### src/rtl/mem_write_responder.sv
// Memory-side write responder: one-entry posted-write buffer to the RAM port, LED register,
// read forwarding, write counter and sticky bad-write flag. Optional LED_READBACK_EN adds LED readback.
module mem_write_responder #(
  parameter int            DW       = 16,
  parameter int            AW       = 9,
  parameter logic [AW-1:0] LED_ADDR = 9'h100,
  parameter int            CNT_W    = 8
) (
  input  logic             clk,
  input  logic             reset,
  input  logic [1:0]       mem_cmd,
  input  logic [AW-1:0]    mem_addr,
  input  logic [DW-1:0]    write_data,
  output logic             ram_write,
  output logic [AW-2:0]    ram_waddr,
  output logic [DW-1:0]    ram_din,
  output logic             fwd_hit,
  output logic [DW-1:0]    fwd_data,
  output logic [7:0]       ledr,
  output logic [CNT_W-1:0] wr_count,
  output logic             bad_write
`ifdef LED_READBACK_EN
  ,
  output logic             led_rd_en,
  output logic [DW-1:0]    led_rd_data
`endif
);

  typedef enum logic [1:0] {
    MNONE  = 2'b00,
    MREAD  = 2'b01,
    MWRITE = 2'b10,
    MRSVD  = 2'b11
  } cmd_t;

  typedef enum logic {
    IDLE = 1'b0,
    PEND = 1'b1
  } state_t;

  state_t state;

  logic is_write;
  logic is_read;
  logic ram_sel;
  logic led_sel;
  logic ram_wr_req;

  assign is_write   = (mem_cmd == MWRITE);
  assign is_read    = (mem_cmd == MREAD);
  assign ram_sel    = ~mem_addr[AW-1];
  assign led_sel    = (mem_addr == LED_ADDR);
  assign ram_wr_req = is_write & ram_sel;

  // The RAM port registers double as the posted-write buffer: the entry is visible on the
  // port for exactly the cycle it drains, so forwarding compares against them directly.
  always_ff @(posedge clk) begin
    if (reset) begin
      state     <= IDLE;
      ram_write <= 1'b0;
      ram_waddr <= '0;
      ram_din   <= '0;
      ledr      <= '0;
      wr_count  <= '0;
      bad_write <= 1'b0;
    end else begin
      case (state)
        IDLE: begin
          if (ram_wr_req) begin
            state     <= PEND;
            ram_write <= 1'b1;
            ram_waddr <= mem_addr[AW-2:0];
            ram_din   <= write_data;
          end
        end
        PEND: begin
          if (ram_wr_req) begin
            state     <= PEND;
            ram_write <= 1'b1;
            ram_waddr <= mem_addr[AW-2:0];
            ram_din   <= write_data;
          end else begin
            state     <= IDLE;
            ram_write <= 1'b0;
          end
        end
        default: begin
          state     <= IDLE;
          ram_write <= 1'b0;
        end
      endcase

      if (is_write && led_sel)
        ledr <= write_data[7:0];

      if (is_write && (ram_sel || led_sel))
        wr_count <= wr_count + CNT_W'(1);

      // Unmapped writes are dropped; only the sticky flag records them.
      if (is_write && !ram_sel && !led_sel)
        bad_write <= 1'b1;
    end
  end

  assign fwd_hit  = (state == PEND) & is_read & ram_sel & (mem_addr[AW-2:0] == ram_waddr);
  assign fwd_data = ram_din;

`ifdef LED_READBACK_EN
  assign led_rd_en   = is_read & led_sel;
  assign led_rd_data = {{(DW-8){1'b0}}, ledr};
`endif

endmodule

### config.mk
export PLATFORM = sky130hd
export DESIGN_NAME = mem_write_responder
export DESIGN_NICKNAME = d
export VERILOG_FILES = /design/src/rtl/mem_write_responder.sv
export SDC_FILE = /design/constraint.sdc
export NUM_CORES = 1
export LEC_CHECK = 0
export CAP_MARGIN = 20
export CORE_UTILIZATION = 35
export DETAILED_ROUTE_END_ITERATION = 6
export PLACE_DENSITY = 0.77
export REMOVE_ABC_BUFFERS = 1
export SYNTH_ARGS = -nofsm -noshare
export SYNTH_HDL_FRONTEND = slang
export SYNTH_SLANG_ARGS = --single-unit
export TNS_END_PERCENT = 20
### constraint.sdc
create_clock -name clk -period 2.3 [get_ports clk]
set_input_delay 0.46 -clock clk [delete_from_list [all_inputs] [get_ports clk]]
set_output_delay 0.46 -clock clk [all_outputs]
set_load 0.02 [all_outputs]
==> results of run 1 <==
## placed cells by master, fill, tap and decap left out
cell type	instances
nor4_2	2
buf_12	1
a21oi_1	28
o21ai_0	3
xnor2_1	1
buf_2	1
nor4b_1	1
a21boi_1	1
or3_1	3
nand3_1	2
clkdlybuf4s50_1	81
nor2b_1	5
nor4bb_2	1
nor3_1	2
buf_4	20
mux2i_1	9
nor4b_2	1
a31oi_1	1
clkinv_2	1
nor2_1	15
nand2b_1	5
ha_1	1
nor4_4	2
xor2_1	7
nand4_1	2
dlygate4sd2_1	4
clkbuf_8	6
dfxtp_1	43
nand2_1	52
mux2_1	4
nor2_2	1
## worst max-delay path: stages
cell,delay [ns]
clkdlybuf4s50_1,0.43
nor4bb_2,0.31
nand3_1,0.14
nor4_2,0.18
buf_4,0.19
## routing by layer
metal  global-route usage  up-vias
met2                0.282       59
met4               0.0566        0
met3               0.0562        4
met1                0.197      778
met5                    0        -
li1                     -      884
## worst min-delay path by stage
| stage | endpoint | slack [ns] | cells after the start |
|---|---|---|---|
| 2_1_floorplan | ram_write | 0.48 | 2 |
| 3_3_place_gp | bad_write | 0.45 | 2 |
| 3_5_place_dp | ram_write | 0.46 | 2 |
| 4_1_cts | ram_write | 0.47 | 2 |
| 5_1_grt | fwd_data[7] | 0.50 | 2 |
| 6_report | fwd_data[3] | 0.47 | 2 |
## final cells by class
cell class,instances,share of cell area
multi-input cells,149,0.296
flip-flops and latches,43,0.295
clock inverters,1,0.00171
clock buffers,6,0.0283
well taps,70,0.0300
repair buffers,107,0.349
## through the flow
step           hold WS [ns]  total power, uW  worst slack, ns   util  TNS [ns]
2_1_floorplan         0.477              867            0.258      -         0
3_3_place_gp          0.448             1020           -0.482  0.553    -0.731
3_5_place_dp          0.461             1020           -0.626  0.553    -0.885
4_1_cts               0.474             1500          0.00499  0.571         0
5_1_grt               0.500             1560           0.0483  0.572         0
6_report              0.474             1480            0.129  0.572         0
## sequential cells by signal, summed over array words and instances, names as in the netlist
register / count
ram_write: 1
ledr: 8
wr_count: 8
bad_write: 1
state: 1
fwd_data: 16
ram_waddr: 8
## power groups by stage
| stage | clock, uW | combinational (uW) | sequential [uW] |
|---|---|---|---|
| after floorplan | 0 | 44.5 | 823 |
| after global placement | 0 | 230 | 791 |
| after detailed placement | 0 | 232 | 792 |
| after CTS | 494 | 233 | 775 |
| after global routing | 528 | 251 | 778 |
| final | 475 | 232 | 775 |
## kinds of logic (layout without fill, tap and decap cells)
kind of cell               Yosys count  in the layout
and+or+nand+nor                     94             94
xor gates and xnor gates             8              8
buffers and inverters               27            114
AOI/OAI and AO/OA                   33             33
muxes                               13             13
adders and majority gates            1              1
DFF                                 43             43
## what timing repair did
action                                  4_1_cts  5_1_grt
hold buffers                                  0        0
endpoints found under the setup margin        1        1
gates resized for setup                      11        2
hold endpoints to repair                      0        0
cloned                                        0        0
pin swaps                                     3        2
==> reports/metrics.yaml, run 1 <==
status: "completed"
min_period_ns: 2.17
syn_avg_cell_area_um2: 8.53
synth_top_flop_cell: "dfxtp_1"
fmax_ghz: 0.461
grt_max_degree: 27
num-fill-cells: 468
synth_simple_gate_area_frac: 0.245
drc_errors: 0
endpoint: "fwd_hit"
p_sw_uw: 363
yosys-top-cells-area: "dfxtp_1, nand2_1, a21oi_1"
post_cts_buffers: 0
multi_input_comb_area_um2: 866
grt_overflow_total: 0
worstSetupPathType: "input pin to primary output"
clk-insertion-delay-late_ns: 0.28
clk_pin_slew_ns: 0.07
wirelength_um: 4490
grt_pass1_vias: 1651
cp-end-kind: "primary output"
cts_sinks: 43
seqPwrFrac: 0.523
hp-start: "fwd_data[3]"
synth_top_area_frac: 0.461
grt_antenna_before_repair: 0
ant_nets: 0
cts_root_buffer: "clkbuf_8"
ff2ff_setup_slack_ns: 0.94
synth_edf_count: 0
syn_to_final_growth_pct: 56.5
synth_xor_area_frac: 0.0375
ys_types: 26
drv_slew: 0
avgRoutedWirePerCell_um: 12.0
clock_path_buffers: 2
drtIter0Drc: 80
slew-limit-headroom: 0.702
dr_wl_met3_um: 331
cp-start-kind: "input pin"
ys_top_cells_by_count: "nand2_1, dfxtp_1, a21oi_1"
numCtsBuffers: 5
stdcell_area_um2: 2920
fin_cells: 376
dpl_cell_area_um2: 2820
powerDensity_nw_per_um2: 507
grt_first_pass_wirelength_um: 7110
portBuffers: 87
start_util: 0.366
place_inst: 369
ys_warn_count: 0
ioPinCount: 88
rsz0062_at_grt: "false"
core_um2: 5110
synthMuxAreaShare: 0.0723
pwr-share-clk: 0.321
register_area_um2: 861
hp-class: "flop to flop"
drive_gt1_frac: 0.118
synth_largest_area_cell: "dfxtp_1"
comb_power_share: 0.156
finalClockSkew_ns: 0.000315
cts.htree.levels: 2
p_int_uw: 1120
grt_usage: 0.167
row_count: 26
period_share: 0.944
vias: 1725
viasPerCell: 4.59
critPathMaxFanout: 2
worstReg2RegEnd: "wr_count[7]"
syn-cell-area_um2: 1870
dp_hpwl_um: 3240
wirelength_met1_um: 1920
startpoint: "mem_addr[8]"
synth_compound_area_frac: 0.0904
ys_ff_latch: 43
die_height_um: 75.1
swShare: 0.245
routed-wl-met2_um: 2210
highest_layer: "met4"
syn_inst: 219
synth_top_family_by_area: "simple AND/OR/NAND/NOR gates"
arrival_ns: 1.71
worst_pin_slew_ns: 0.447
n_antenna_cell: 0
ys_async_sr_fraction: 0
cts_tree: "yes"
reg2regPathDepth: 3
final_net_count: 336
leakage_uw: 0.00112
drv_cap: 0
synthAdderAreaFrac: 0.00670
ir_worst_vdd_mv: 0.252
drt-pass1-iter-count: 4
die_x_um: 75.1
place.gp.congestion: 0.729
regToRegStartpoint: "wr_count[3]"
yosysMostFrequentCell: "nand2_1"
die_area_um2: 5630
yosysSeqAreaShare: 0.461
cp.required_ns: 1.84
setup-violations-final: 0
hold_violations: 0
(Power assumes the default switching activity.)
==> inputs of run 2 (changes only) <==
Settings changed: ABC_CLOCK_PERIOD_IN_PS from default to 2300, DONT_BUFFER_PORTS from default to 1, PLACE_DENSITY 0.77 to 0.56.
==> reports/metrics.yaml, run 2 (synthesis results as in run 1) <==
clk_pin_slew_ns: 0.08
row_count: 26
largest_reg_flops: 16
avgRoutedWirePerCell_um: 14.0
post_cts_buffers: 0
n_antenna_cell: 0
drc_errors: 0
grt_usage: 0.143
clock_path_buffers: 2
finalClockSkew_ns: 0.00285
period_share: 0.928
wirelength_met1_um: 1620
vias: 1335
start_util: 0.366
ff2ff_setup_slack_ns: 0.78
drv_slew: 0
rsz0062_at_grt: "false"
arrival_ns: 1.67
slew-limit-headroom: 0.547
cts.htree.levels: 2
die_height_um: 75.1
clk-insertion-delay-late_ns: 0.29
syn_to_final_growth_pct: 2.41
routed-wl-met2_um: 1800
ir_worst_vdd_mv: 0.234
cts_tree: "yes"
setup-tns-final_ns: 0
cts_hold_buf: 0
cts_root_buffer: "clkbuf_8"
viasPerCell: 4.87
status: "completed"
place.gp.congestion: 0.672
core_um2: 5110
worst_pin_slew_ns: 0.678
drv_cap: 0
grt_first_pass_wirelength_um: 6000
wirelength_um: 3830
cp-start-kind: "flop"
fmax_ghz: 0.469
drt-pass1-iter-count: 4
layout_commonest_cell: "nand2_1"
dp_hpwl_um: 2670
setup-violations-final: 0
fin_util: 0.375
leakage_uw: 0.000721
ant_nets: 0
grt_overflow_total: 0
grt_max_degree: 49
dr_wl_met3_um: 335
hold_violations: 0
numCtsBuffers: 5
grt_pass1_vias: 1346
portBuffers: 0
final_net_count: 235
cp.required_ns: 1.84
drtIter0Drc: 64
ctsResizeCount: 0
ioPinCount: 88
final_cell_mix: "nand2_1, dfxtp_1, a21oi_1, nor2_1, mux2i_1"
highest_layer: "met4"
die_area_um2: 5630
powerDensity_nw_per_um2: 683
cp-end-kind: "primary output"
die_x_um: 75.1
worstSetupPathType: "flop to primary output"
cts_sinks: 43
drive_gt1_frac: 0.0735
hp-class: "input pin to flop"
critPathMaxFanout: 3
grt_antenna_before_repair: 0
min_period_ns: 2.13
run 2: cell count changes in the layout (fill, tap and decap cells not counted), sizes merged:
cell | before | now
buf | 22 | 6
clkdlybuf4s50 | 81 | 0
clkinv | 1 | 0
dlygate4sd2 | 4 | 0
run 2: cell type report:
| class | count | area, um^2 |
|---|---|---|
| fillers | 553 | 3190 |
| repair buffers | 6 | 45.0 |
| flip-flops and latches | 43 | 861 |
| multi-input cells | 149 | 847 |
| clock buffers | 6 | 72.6 |
| well taps | 70 | 87.6 |
run 2: routing by layer:
metal / GRT usage / vias to the layer above
met5: 0 / -
met3: 0.0549 / 6
met2: 0.239 / 49
met4: 0.0692 / 0
met1: 0.160 / 604
li1: - / 676
run 2: power by group:
| group | leakage, uW | internal (uW) | switching, uW | total [uW] |
|---|---|---|---|---|
| clock network | 0.0000371 | 203 | 236 | 438 |
| logic | 0.000335 | 27.1 | 31.6 | 58.7 |
| registers | 0.000348 | 761 | 47.8 | 809 |
run 2: worst paths after layout:
check                    start           to  depth (start not counted)
setup / recovery  ram_waddr[5]      fwd_hit                          5
hold / removal           reset  fwd_data[3]                          1
setup reg to reg   wr_count[2]  wr_count[7]                          3
hold reg to reg          state    ram_write                          2
run 2: critical path: stages, from the launching register on:
cell and delay (ns):
dfxtp_1 0.50, xor2_1 0.12, nor4_1 0.31, nand3_1 0.11, nor4_1 0.18, buf_4 0.19
run 2: per-stage QoR:
| stage | cells | setup slack (ns) | hold WS [ns] | power [uW] | instance area, um^2 |
|---|---|---|---|---|---|
| 6_report | 274 | 0.166 | 0.236 | 1310 | 1910 |
| 3_3_place_gp | 268 | 0.380 | 0.488 | 885 | 1840 |
| 5_1_grt | 274 | 0.0630 | 0.216 | 1370 | 1910 |
| 2_1_floorplan | 192 | 0.258 | 0.477 | 867 | 1710 |
| 4_1_cts | 274 | 0.148 | 0.218 | 1330 | 1910 |
| 3_5_place_dp | 268 | 0.339 | 0.499 | 887 | 1840 |
==> inputs of run 3 (changes only) <==
Settings changed: GPL_TIMING_DRIVEN from default to 0, SETUP_SLACK_MARGIN from default to 0.05.
==> reports/metrics.yaml, run 3 (synthesis results as in run 1) <==
setup-tns-final_ns: 0
hp-class: "input pin to flop"
finalClockSkew_ns: 0.00249
largest_reg_flops: 16
dpl_cell_area_um2: 1810
swShare: 0.249
worst_pin_slew_ns: 1.05
p_int_uw: 1000
preCtsSetupSlack_ns: 0.0577
ff2ff_setup_slack_ns: 0.75
drt-pass1-iter-count: 4
seqPwrFrac: 0.607
final_cell_mix: "nand2_1, dfxtp_1, a21oi_1, nor2_1, mux2i_1"
grt_antenna_before_repair: 0
p_sw_uw: 333
drv_cap: 0
portBuffers: 0
drc_errors: 0
drv_slew: 0
rsz0062_at_grt: "false"
drive_gt1_frac: 0.0846
cts_root_buffer: "clkbuf_8"
cts_sinks: 43
clock_path_buffers: 2
row_count: 26
numCtsBuffers: 5
cts_tree: "yes"
ir_worst_vdd_mv: 0.233
setup-violations-final: 0
setup_ws_ns: 0.181
start_util: 0.366
grt_usage: 0.140
period_share: 0.921
layout_commonest_cell: "nand2_1"
grt_first_pass_wirelength_um: 5780
reg2regPathDepth: 3
powerDensity_nw_per_um2: 695
syn_to_final_growth_pct: 2.68
clk_pin_slew_ns: 0.08
wirelength_um: 3870
cp.required_ns: 1.84
pwr-share-clk: 0.348
clk-insertion-delay-late_ns: 0.29
place.gp.congestion: 0.661
leakage_uw: 0.000708
n_antenna_cell: 0
ant_nets: 0
drtIter0Drc: 52
arrival_ns: 1.66
avgRoutedWirePerCell_um: 14.3
grt_pass1_vias: 1204
vias: 1325
startpoint: "ram_waddr[5]"
viasPerCell: 4.89
status: "completed"
comb_power_share: 0.045
grt_max_degree: 49
endpoint: "fwd_hit"
final_net_count: 230
slew-limit-headroom: 0.300
ioPinCount: 88
grt_overflow_total: 0
cp-start-kind: "flop"
worstSetupPathType: "flop to primary output"
stdcell_area_um2: 1920
critPathMaxFanout: 3
die_area_um2: 5630
cp-end-kind: "primary output"
regToRegStartpoint: "wr_count[3]"
num-fill-cells: 537
core_um2: 5110
die_x_um: 75.1
worstReg2RegEnd: "wr_count[7]"
hold_violations: 0
fmax_ghz: 0.472
die_height_um: 75.1
cts.htree.levels: 2
dp_hpwl_um: 2610
min_period_ns: 2.12
==> run 3: cell types whose count changed in the layout (fill, tap and decap cells not counted), sizes merged <==
cell / change
clkinv: +1
buf: -5
clkbuf: +1
==> run 3: metrics by stage <==
stage	utilization	power, uW	hold slack [ns]	instances
floorplan	-	867	0.477	192
global placement	0.351	881	0.512	262
detailed placement	0.354	885	0.513	263
CTS	0.373	1360	0.213	271
global route	0.376	1390	0.211	271
finish	0.376	1330	0.234	271
==> run 3: final cells by class <==
type	instances	area, um^2	share of cell area
Multi-Input combinational cell	149	868	0.453
Clock inverter	1	5.00	0.00261
Sequential cell	43	866	0.451
Tap cell	70	87.6	0.0457
Timing Repair Buffer	1	15.0	0.00783
Clock buffer	7	76.3	0.0398
==> run 3: critical path, stage by stage (launching register included) <==
cell	delay, ns
dfxtp_2	0.37
xor2_1	0.18
nor4_2	0.29
nand3_1	0.15
nor4_4	0.38
==> run 3: per-layer routing <==
layer / wire length, um / GRT usage / vias up
met5: 0 / 0 / -
met4: 62 / 0.0629 / 0
met3: 281 / 0.0549 / 6
met2: 1840 / 0.221 / 44
met1: 1680 / 0.167 / 606
li1: - / - / 669
==> run 3: how the worst min path moves through the flow <==
| stage | from | to | slack (ns) | cells past startpoint |
|---|---|---|---|---|
| 2_1_floorplan | state | ram_write | 0.48 | 2 |
| 3_3_place_gp | state | ram_write | 0.51 | 2 |
| 3_5_place_dp | state | ram_write | 0.51 | 2 |
| 4_1_cts | reset | fwd_data[15] | 0.21 | 1 |
| 5_1_grt | reset | ram_waddr[4] | 0.21 | 1 |
| 6_report | reset | fwd_data[6] | 0.23 | 1 |
==> run 3: what timing repair did <==
item | CTS | global route
buffers inserted | 0 | 0
hold endpoints to repair | 0 | 0
setup endpoints to repair | 1 | 1
gates resized for setup | 2 | 5
pin swaps | 0 | 1
hold buffers | 0 | 0
==> run 3: power by group through the flow <==
| stage | clock network [uW] | logic, uW | registers, uW |
|---|---|---|---|
| 6_report | 464 | 60.6 | 809 |
| 5_1_grt | 510 | 69.3 | 814 |
| 4_1_cts | 487 | 61.0 | 809 |
| 3_5_place_dp | 0 | 57.8 | 827 |
| 3_3_place_gp | 0 | 54.3 | 827 |
| 2_1_floorplan | 0 | 44.5 | 823 |
